File: src/rtl/interrupt_arbiter_pkg.sv
// Shared CSR types for machine-mode interrupt handling: mip/mie layouts,
// privilege encoding, mcause code width and the interrupt code constants.
package interrupt_arbiter_pkg;

  // Width of the mcause exception/interrupt code field
  localparam int ECODE_W = 5;

  // mcause interrupt codes for the three machine-level sources
  localparam logic [ECODE_W-1:0] M_SOFTWARE_INT = ECODE_W'(3);
  localparam logic [ECODE_W-1:0] M_TIMER_INT    = ECODE_W'(7);
  localparam logic [ECODE_W-1:0] M_EXTERNAL_INT = ECODE_W'(11);

  // Privilege level encoding as held in mstatus.MPP
  typedef enum logic [1:0] {
    USER_PRIVILEGE       = 2'b00,
    SUPERVISOR_PRIVILEGE = 2'b01,
    MACHINE_PRIVILEGE    = 2'b11
  } privilege_t;

  // mip CSR layout: meip bit 11, mtip bit 7, msip bit 3
  typedef struct packed {
    logic [19:0] rsvdHi;
    logic        meip;
    logic [2:0]  rsvd10to8;
    logic        mtip;
    logic [2:0]  rsvd6to4;
    logic        msip;
    logic [2:0]  rsvd2to0;
  } mip_t;

  // mie CSR layout, mirroring mip bit positions
  typedef struct packed {
    logic [19:0] rsvdHi;
    logic        meie;
    logic [2:0]  rsvd10to8;
    logic        mtie;
    logic [2:0]  rsvd6to4;
    logic        msie;
    logic [2:0]  rsvd2to0;
  } mie_t;

endpackage

File: src/rtl/interrupt_sync.sv
// Multi-flop synchronizer for one raw interrupt level line.
module interrupt_sync #(
  parameter int SYNC_STAGES = 2
) (
  input  logic clk,
  input  logic rst,
  input  logic i_async,
  output logic o_sync
);

  logic [SYNC_STAGES-1:0] r_stages;

  // Shift the raw level through the chain; the last stage is the clean copy
  always_ff @(posedge clk or posedge rst) begin
    if (rst) begin
      r_stages <= '0;
    end else begin
      r_stages <= {r_stages[SYNC_STAGES-2:0], i_async};
    end
  end

  assign o_sync = r_stages[SYNC_STAGES-1];

endmodule

File: src/rtl/interrupt_arbiter.sv
// Machine-mode interrupt arbiter: synchronizes the raw lines, masks them with
// mie and the global enable, and offers one interrupt at a time to the pipeline.
module interrupt_arbiter
  import interrupt_arbiter_pkg::*;
#(
  parameter int SYNC_STAGES = 2
) (
  input  logic               clk,
  input  logic               rst,
  input  logic               m_ext_irq,
  input  logic               m_timer_irq,
  input  logic               m_soft_irq,
  input  mie_t               mie,
  input  logic               mstatus_mie,
  input  privilege_t         privilege,
  input  logic               irq_block,
  input  logic               irq_ack,
  output mip_t               mip,
  output logic               irq_req,
  output logic [ECODE_W-1:0] irq_code
);

  typedef enum logic [1:0] {
    ST_IDLE,
    ST_REQ,
    ST_COOLDOWN
  } state_t;

  state_t             r_state;
  logic               r_irqReq;
  logic [ECODE_W-1:0] r_irqCode;

  logic               w_extSync;
  logic               w_timerSync;
  logic               w_softSync;
  mip_t               w_mip;
  logic               w_enExt;
  logic               w_enTimer;
  logic               w_enSoft;
  logic               w_anyEn;
  logic               w_globalEn;
  logic [ECODE_W-1:0] w_selCode;
  logic               w_latchedEn;
  logic               w_unusedMie;

  interrupt_sync #(.SYNC_STAGES(SYNC_STAGES)) u_syncExt (
    .clk(clk), .rst(rst), .i_async(m_ext_irq), .o_sync(w_extSync)
  );

  interrupt_sync #(.SYNC_STAGES(SYNC_STAGES)) u_syncTimer (
    .clk(clk), .rst(rst), .i_async(m_timer_irq), .o_sync(w_timerSync)
  );

  interrupt_sync #(.SYNC_STAGES(SYNC_STAGES)) u_syncSoft (
    .clk(clk), .rst(rst), .i_async(m_soft_irq), .o_sync(w_softSync)
  );

  // Pending bits come straight from the synchronizer outputs
  always_comb begin
    w_mip      = '0;
    w_mip.meip = w_extSync;
    w_mip.mtip = w_timerSync;
    w_mip.msip = w_softSync;
  end

  assign mip         = w_mip;
  assign w_enExt     = w_mip.meip & mie.meie;
  assign w_enTimer   = w_mip.mtip & mie.mtie;
  assign w_enSoft    = w_mip.msip & mie.msie;
  assign w_anyEn     = w_enExt | w_enTimer | w_enSoft;
  assign w_globalEn  = mstatus_mie | (privilege != MACHINE_PRIVILEGE);
  assign w_unusedMie = ^{mie.rsvdHi, mie.rsvd10to8, mie.rsvd6to4, mie.rsvd2to0};

  // Fixed priority: external over software over timer
  always_comb begin
    w_selCode = M_TIMER_INT;
    if (w_enExt) begin
      w_selCode = M_EXTERNAL_INT;
    end else if (w_enSoft) begin
      w_selCode = M_SOFTWARE_INT;
    end
  end

  // Whether the source behind the code currently on offer is still enabled
  always_comb begin
    w_latchedEn = 1'b0;
    case (r_irqCode)
      M_EXTERNAL_INT: w_latchedEn = w_enExt;
      M_SOFTWARE_INT: w_latchedEn = w_enSoft;
      M_TIMER_INT:    w_latchedEn = w_enTimer;
      default:        w_latchedEn = 1'b0;
    endcase
  end

  // Offer FSM: latch a code in IDLE, hold it in REQ until ack or withdraw,
  // then idle for one cycle so the trap's mstatus.mie clear takes effect
  always_ff @(posedge clk or posedge rst) begin
    if (rst) begin
      r_state   <= ST_IDLE;
      r_irqReq  <= 1'b0;
      r_irqCode <= '0;
    end else begin
      case (r_state)
        ST_IDLE: begin
          if (w_anyEn && w_globalEn && !irq_block) begin
            r_state   <= ST_REQ;
            r_irqReq  <= 1'b1;
            r_irqCode <= w_selCode;
          end
        end
        ST_REQ: begin
          if (irq_ack) begin
            r_state   <= ST_COOLDOWN;
            r_irqReq  <= 1'b0;
            r_irqCode <= '0;
          end else if (!w_latchedEn || !w_globalEn) begin
            r_state   <= ST_IDLE;
            r_irqReq  <= 1'b0;
            r_irqCode <= '0;
          end
        end
        ST_COOLDOWN: begin
          r_state   <= ST_IDLE;
          r_irqReq  <= 1'b0;
          r_irqCode <= '0;
        end
        default: begin
          r_state   <= ST_IDLE;
          r_irqReq  <= 1'b0;
          r_irqCode <= '0;
        end
      endcase
    end
  end

  assign irq_req  = r_irqReq;
  assign irq_code = r_irqCode;

endmodule

File: config.mk
export PLATFORM = sky130hd
export DESIGN_NAME = interrupt_arbiter
export DESIGN_NICKNAME = d
export VERILOG_FILES = /design/src/rtl/interrupt_arbiter_pkg.sv /design/src/rtl/interrupt_sync.sv /design/src/rtl/interrupt_arbiter.sv
export SDC_FILE = /design/constraint.sdc
export NUM_CORES = 1
export LEC_CHECK = 0
export CAP_MARGIN = 20
export CORE_MARGIN = 1
export CORE_UTILIZATION = 26
export DETAILED_ROUTE_END_ITERATION = 8
export PLACE_DENSITY = 0.88
export SYNTH_ARGS = -nofsm -noshare
export SYNTH_HDL_FRONTEND = slang
export SYNTH_SLANG_ARGS = --single-unit
File: constraint.sdc
create_clock -name clk -period 1.4 [get_ports clk]
set_input_delay 0.28 -clock clk [delete_from_list [all_inputs] [get_ports clk]]
set_output_delay 0.28 -clock clk [all_outputs]
set_load 0.03 [all_outputs]
==> flow_summary.ini, run 1 <==
[run_status]
outcome = finished with violations
violations = negative setup slack

[synthesis]
synth_cell_types = 17
seq_area_frac_synth_pct = 37.0
synthCells = 70
netlist_area_um2 = 676
syn_avg_cell_area_um2 = 9.65
ys_warn_count = 0
ys_seq_elements = 10

[worst_setup_path]
r2r_end = irq_code[2]$_DFFE_PP0P_
slowest_delay_ns = 0.43
critPathKind = input port to flop
crit_path_start_kind = input port
path_depth = 5
r2r_slack_ns = -0.02
reg2reg_from = u_syncTimer.r_stages[1]$_DFF_PP0_
crit_required_ns = 1.55
critical_path.top_delay_family = compound AO/OA/AOI/OAI gates
crit_path_max_fanout = 2
arrival_ns = 1.59
endpoint_kind = flop
cp_cell_sequence = clkdlybuf4s50_1 > a222oi_1 > o31a_1 > a31oi_2 > o32ai_1
rr_worst_depth = 4
path_buf_inv = 1
crit_path_top_delay_cell = a222oi_1

[global_routing]
grt_max_degree = 11
track_usage_pct = 7.81
grt_overflow = 0
grt_pass1_wl_mm = 1.49
grt_antenna_before_repair = 0
grt_pass1_vias = 364

[cts]
tritoncts = built
cts-htree-levels = 1
worst_skew_pair.late_latency_ns = 0.25
numCtsBuffers = 3
cts_setup_buffers = 0
cts.sinks = 10
cts_hold_buf = 0
cts-root-buf = clkbuf_4
clock_path_buffers = 2
clkSlewWorstSetupHoldPaths_ns = 0.06

[timing]
final_hold_viol_count = 0
min_period_ns = 1.44
slew_violations = 0
final-setup-viol-count = 2
fmax_ghz = 0.692
setup_slack_ns = -0.0444
rsz0062_at_grt = yes
skew_ns = 0.00791
finalCritPeriodShare_pct = 103

[drt]
final_antenna_net_count = 0
num_vias = 439
routed_wl_mm = 1.13
drc_errors = 0
post_drt_wl_per_cell_um = 9.44
drt-initial-drc-count = 9
first_pass_iters = 4
viasPerCell = 3.66

[finish]
n_antenna_cell = 0
syn_to_final_growth_pct = 18.3
drive_gt1_share_pct = 11.1
nets = 134

[die]
die_w_um = 53.0
initial_utilization_pct = 27.5
dieArea_um2 = 2810
die_height_um = 53.0
io_pins = 80
rows = 18
coreArea_um2 = 2450

[placed_design]
post-dp-hpwl_um = 893
pre_cts_ws_ns = -0.334
portBuffers = 20
routabilityCongestion = 0.768

[power]
peakVddDrop_mv = 0.370
total_power_uw = 819
powerDensity_nw_per_um2 = 1020
leakage_nw = 0.410

[worst_hold_path]
hold_path.class = input port to asynchronous set/reset pin

[job]
maxCapViolCount = 0
where the power goes:
group          switching, mW  total, mW  internal [mW]  leakage [nW]
logic                  0.226      0.314         0.0877         0.273
clock network         0.0821      0.181         0.0984        0.0138
registers             0.0137      0.325          0.311         0.123
area by class of cell:
cell class	count	area, µm²
flip-flops and latches	10	250
well taps	30	37.5
multi-input cells	50	263
fillers	273	1660
repair buffers	23	211
clock buffers	3	22.5
inverters	4	15.0
routing by layer:
| layer | track usage [%] | part of all wire [%] | vias to the layer above |
|---|---|---|---|
| li1 | - | - | 205 |
| met1 | 7.34 | 33 | 199 |
| met2 | 14.1 | 56 | 35 |
| met3 | 3.74 | 11 | 0 |
| met4 | 3.51 | 0 | 0 |
| met5 | 0 | 0 | - |
per-stage QoR:
stage                     hold slack (ns)  utilization, %  instance area [µm²]  instances  TNS (ns)
after global routing                0.341            32.6                  800        120   -0.0774
after floorplan                     0.120               -                  785         99         0
after global placement              0.335            31.9                  782        117    -0.602
after detailed placement            0.339            31.9                  782        117    -0.811
after CTS                           0.310            32.3                  793        120         0
final                               0.295            32.6                  800        120   -0.0803
registers in the layout, summed over array words and instances (netlist names):
register              cells
u_syncExt.r_stages        2
u_syncTimer.r_stages      2
u_syncSoft.r_stages       2
r_state                   2
irq_code                  2
kinds of logic (layout without fill, tap and decap cells):
logic type	after synthesis	in the layout	share of synthesized area, %
AO/OA/AOI/OAI	8	8	11.5
AND/OR/NAND/NOR	12	12	9.81
flip-flops	10	10	37.0
other	1	30	0.555
buffers and inverters	39	30	41.1
Yosys cell counts, drive strengths merged:
cell type   n  area share [%]
buf        35              39
dfrtp      10              37
nand2       5             3.9
inv         4             2.2
nor2        3             1.7
nand3       2             1.5
o21ai       2             1.5
a2111oi     1             4.1
a222oi      1             1.5
a31oi       1            0.93
and3b       1             1.9
conb        1            0.56
nand2b      1            0.93
o22ai       1            0.93
o31a        1             1.3
o32ai       1             1.3
placed cells by master, fill, tap and decap left out, drive strengths merged:
cell type,count
a2111oi,1
a222oi,1
a31oi,1
and3b,1
buf,3
clkbuf,3
clkdlybuf4s50,11
conb,30
dfrtp,10
dlygate4sd2,9
inv,4
nand2,5
nand2b,1
nand3,2
nor2,3
o21ai,2
o22ai,1
o31a,1
o32ai,1
timing repair:
action | in CTS | in global routing
pin swaps | 3 | 1
hold endpoints to repair | 0 | 0
gates resized for setup | 9 | 1
setup endpoints to repair | 10 | 5
worst max path at each step:
stage	startpoint	to	slack (ns)
after floorplan	r_state[0]$_DFFE_PP0P_	irq_code[2]$_DFFE_PP0P_	0.06
final	mie[11]	irq_code[2]$_DFFE_PP0P_	-0.04
after global routing	mstatus_mie	irq_code[2]$_DFFE_PP0P_	-0.02
after global placement	mie[7]	irq_code[2]$_DFFE_PP0P_	-0.24
after CTS	mstatus_mie	irq_code[2]$_DFFE_PP0P_	0.02
after detailed placement	mie[7]	irq_code[3]$_DFFE_PP0P_	-0.33
No activity file was read; power rests on OpenSTA's default activity.
==> run 2: changes to the inputs <==
--- a/config.mk
+++ b/config.mk
@@ -5,7 +5,8 @@
 export SDC_FILE = /design/constraint.sdc
 export NUM_CORES = 1
 export LEC_CHECK = 0
-export CAP_MARGIN = 20
+export CAP_MARGIN = 30
+export CORE_ASPECT_RATIO = 1.2
 export CORE_MARGIN = 1
 export CORE_UTILIZATION = 26
 export DETAILED_ROUTE_END_ITERATION = 8
==> flow_summary.ini, run 2 (synthesized netlist as in run 1, its figures left out) <==
[die]
io_pins = 80
rows = 19
dieArea_um2 = 2810
die_w_um = 48.5
initial_utilization_pct = 28.4
die_height_um = 57.8
coreArea_um2 = 2380

[timing]
slew_violations = 0
fmax_ghz = 0.721
rsz0062_at_grt = no
final_hold_viol_count = 0
setup_slack_ns = 0.0125
final-setup-viol-count = 0
finalCritPeriodShare_pct = 99.1
skew_ns = 0.00356
min_period_ns = 1.39

[finish]
nets = 137
register_area_um2 = 250
fillers = 262
n_antenna_cell = 0
multi_input_area_um2 = 279
syn_to_final_growth_pct = 24.1
layout_common_cells = conb_1, clkdlybuf4s50_1, dfrtp_1, buf_4, dlygate4sd2_1
final_cells = 124
drive_gt1_share_pct = 18.3
layout_commonest_cell = conb_1

[cts]
clkSlewWorstSetupHoldPaths_ns = 0.06
tritoncts = built
worst_skew_pair.late_latency_ns = 0.25
cts.sinks = 10
clock_path_buffers = 2
cts-root-buf = clkbuf_4
cts-htree-levels = 1
numCtsBuffers = 3

[worst_setup_path]
arrival_ns = 1.51
critPathKind = input port to flop
slowest_delay_ns = 0.43
crit_path_top_delay_cell = clkdlybuf4s50_1
cp_cell_sequence = clkdlybuf4s50_1 > and3b_4 > o31a_1 > a31oi_4 > o32ai_2
path_depth = 5
crit_path_start_kind = input port
rr_worst_depth = 4
path_buf_inv = 1
endpoint_kind = flop
critical_path.top_delay_family = compound AO/OA/AOI/OAI gates
crit_path_max_fanout = 3
crit_required_ns = 1.53

[drt]
highest_layer = met4
drt-initial-drc-count = 5
post_drt_wl_per_cell_um = 10.1
drc_errors = 0
first_pass_iters = 4
final_antenna_net_count = 0
num_vias = 457
wl_met1_um = 386
route.met3.wl_um = 100
viasPerCell = 3.69
routed_wl_mm = 1.25
wl_met2_um = 732

[placed_design]
portBuffers = 20
pre_cts_ws_ns = -0.358
post-dp-hpwl_um = 983
routabilityCongestion = 0.793
placedCellCount = 119

[job]
maxCapViolCount = 0

[global_routing]
grt_antenna_before_repair = 0
grt_pass1_vias = 441
grt_overflow = 0
grt_max_degree = 11
track_usage_pct = 9.43
grt_pass1_wl_mm = 1.90

[run_status]
outcome = finished, final reports clean

[power]
total_power_uw = 846
leakage_nw = 0.424
powerDensity_nw_per_um2 = 1010
peakVddDrop_mv = 0.458

[worst_hold_path]
hold_path.class = input port to asynchronous set/reset pin
run 2: power breakdown:
part	total [mW]	switching, mW	internal [mW]
sequential	0.327	0.0159	0.311
combinational	0.342	0.237	0.105
clock	0.177	0.0788	0.0982
total	0.846	0.331	0.515
run 2: metrics by stage:
stage | setup TNS, ns | hold slack [ns] | cell area, µm² | util, %
6_report | 0 | 0.300 | 838 | 35.3
2_1_floorplan | 0 | 0.120 | 785 | -
5_1_grt | 0 | 0.330 | 838 | 35.3
3_3_place_gp | -0.635 | 0.338 | 783 | 32.9
4_1_cts | 0 | 0.307 | 826 | 34.7
3_5_place_dp | -0.895 | 0.341 | 783 | 32.9
run 2: area by class of cell:
cell class / count / share of cell area, %
repair buffers: 26 / 27.8
multi-input cells: 50 / 33.3
flip-flops and latches: 10 / 29.9
well taps: 31 / 4.63
inverters: 4 / 1.79
clock buffers: 3 / 2.69
run 2: worst reg2reg max path, stage by stage, from the launching register on:
cell,delay (ns)
dfrtp_1,0.39
a222oi_1,0.44
buf_4,0.19
buf_4,0.10
o21ai_0,0.09
run 2: worst paths after layout:
path | slack (ns) | endpoint | start
max | 0.01 | irq_code[2]$_DFFE_PP0P_ | privilege[1]
min | 0.30 | u_syncTimer.r_stages[0]$_DFF_PP0_ | rst
max reg2reg | 0.07 | r_state[0]$_DFFE_PP0P_ | u_syncTimer.r_stages[1]$_DFF_PP0_
min reg2reg | 0.35 | u_syncSoft.r_stages[1]$_DFF_PP0_ | u_syncSoft.r_stages[0]$_DFF_PP0_
max in group asynchronous | 0.84 | u_syncExt.r_stages[1]$_DFF_PP0_ | rst
min in group clk | 0.35 | u_syncSoft.r_stages[1]$_DFF_PP0_ | u_syncSoft.r_stages[0]$_DFF_PP0_
run 2: metal layers:
metal,vias up,global-route usage (%)
met5,-,0
met2,35,18.1
li1,210,-
met4,0,7.14
met1,208,8.17
met3,4,2.89
run 2: what timing repair did:
action,4_1_cts,5_1_grt
resized for setup,9,3
setup endpoints to repair,7,2
buffers inserted,2,0
pin swaps,5,2
hold buffers,0,0
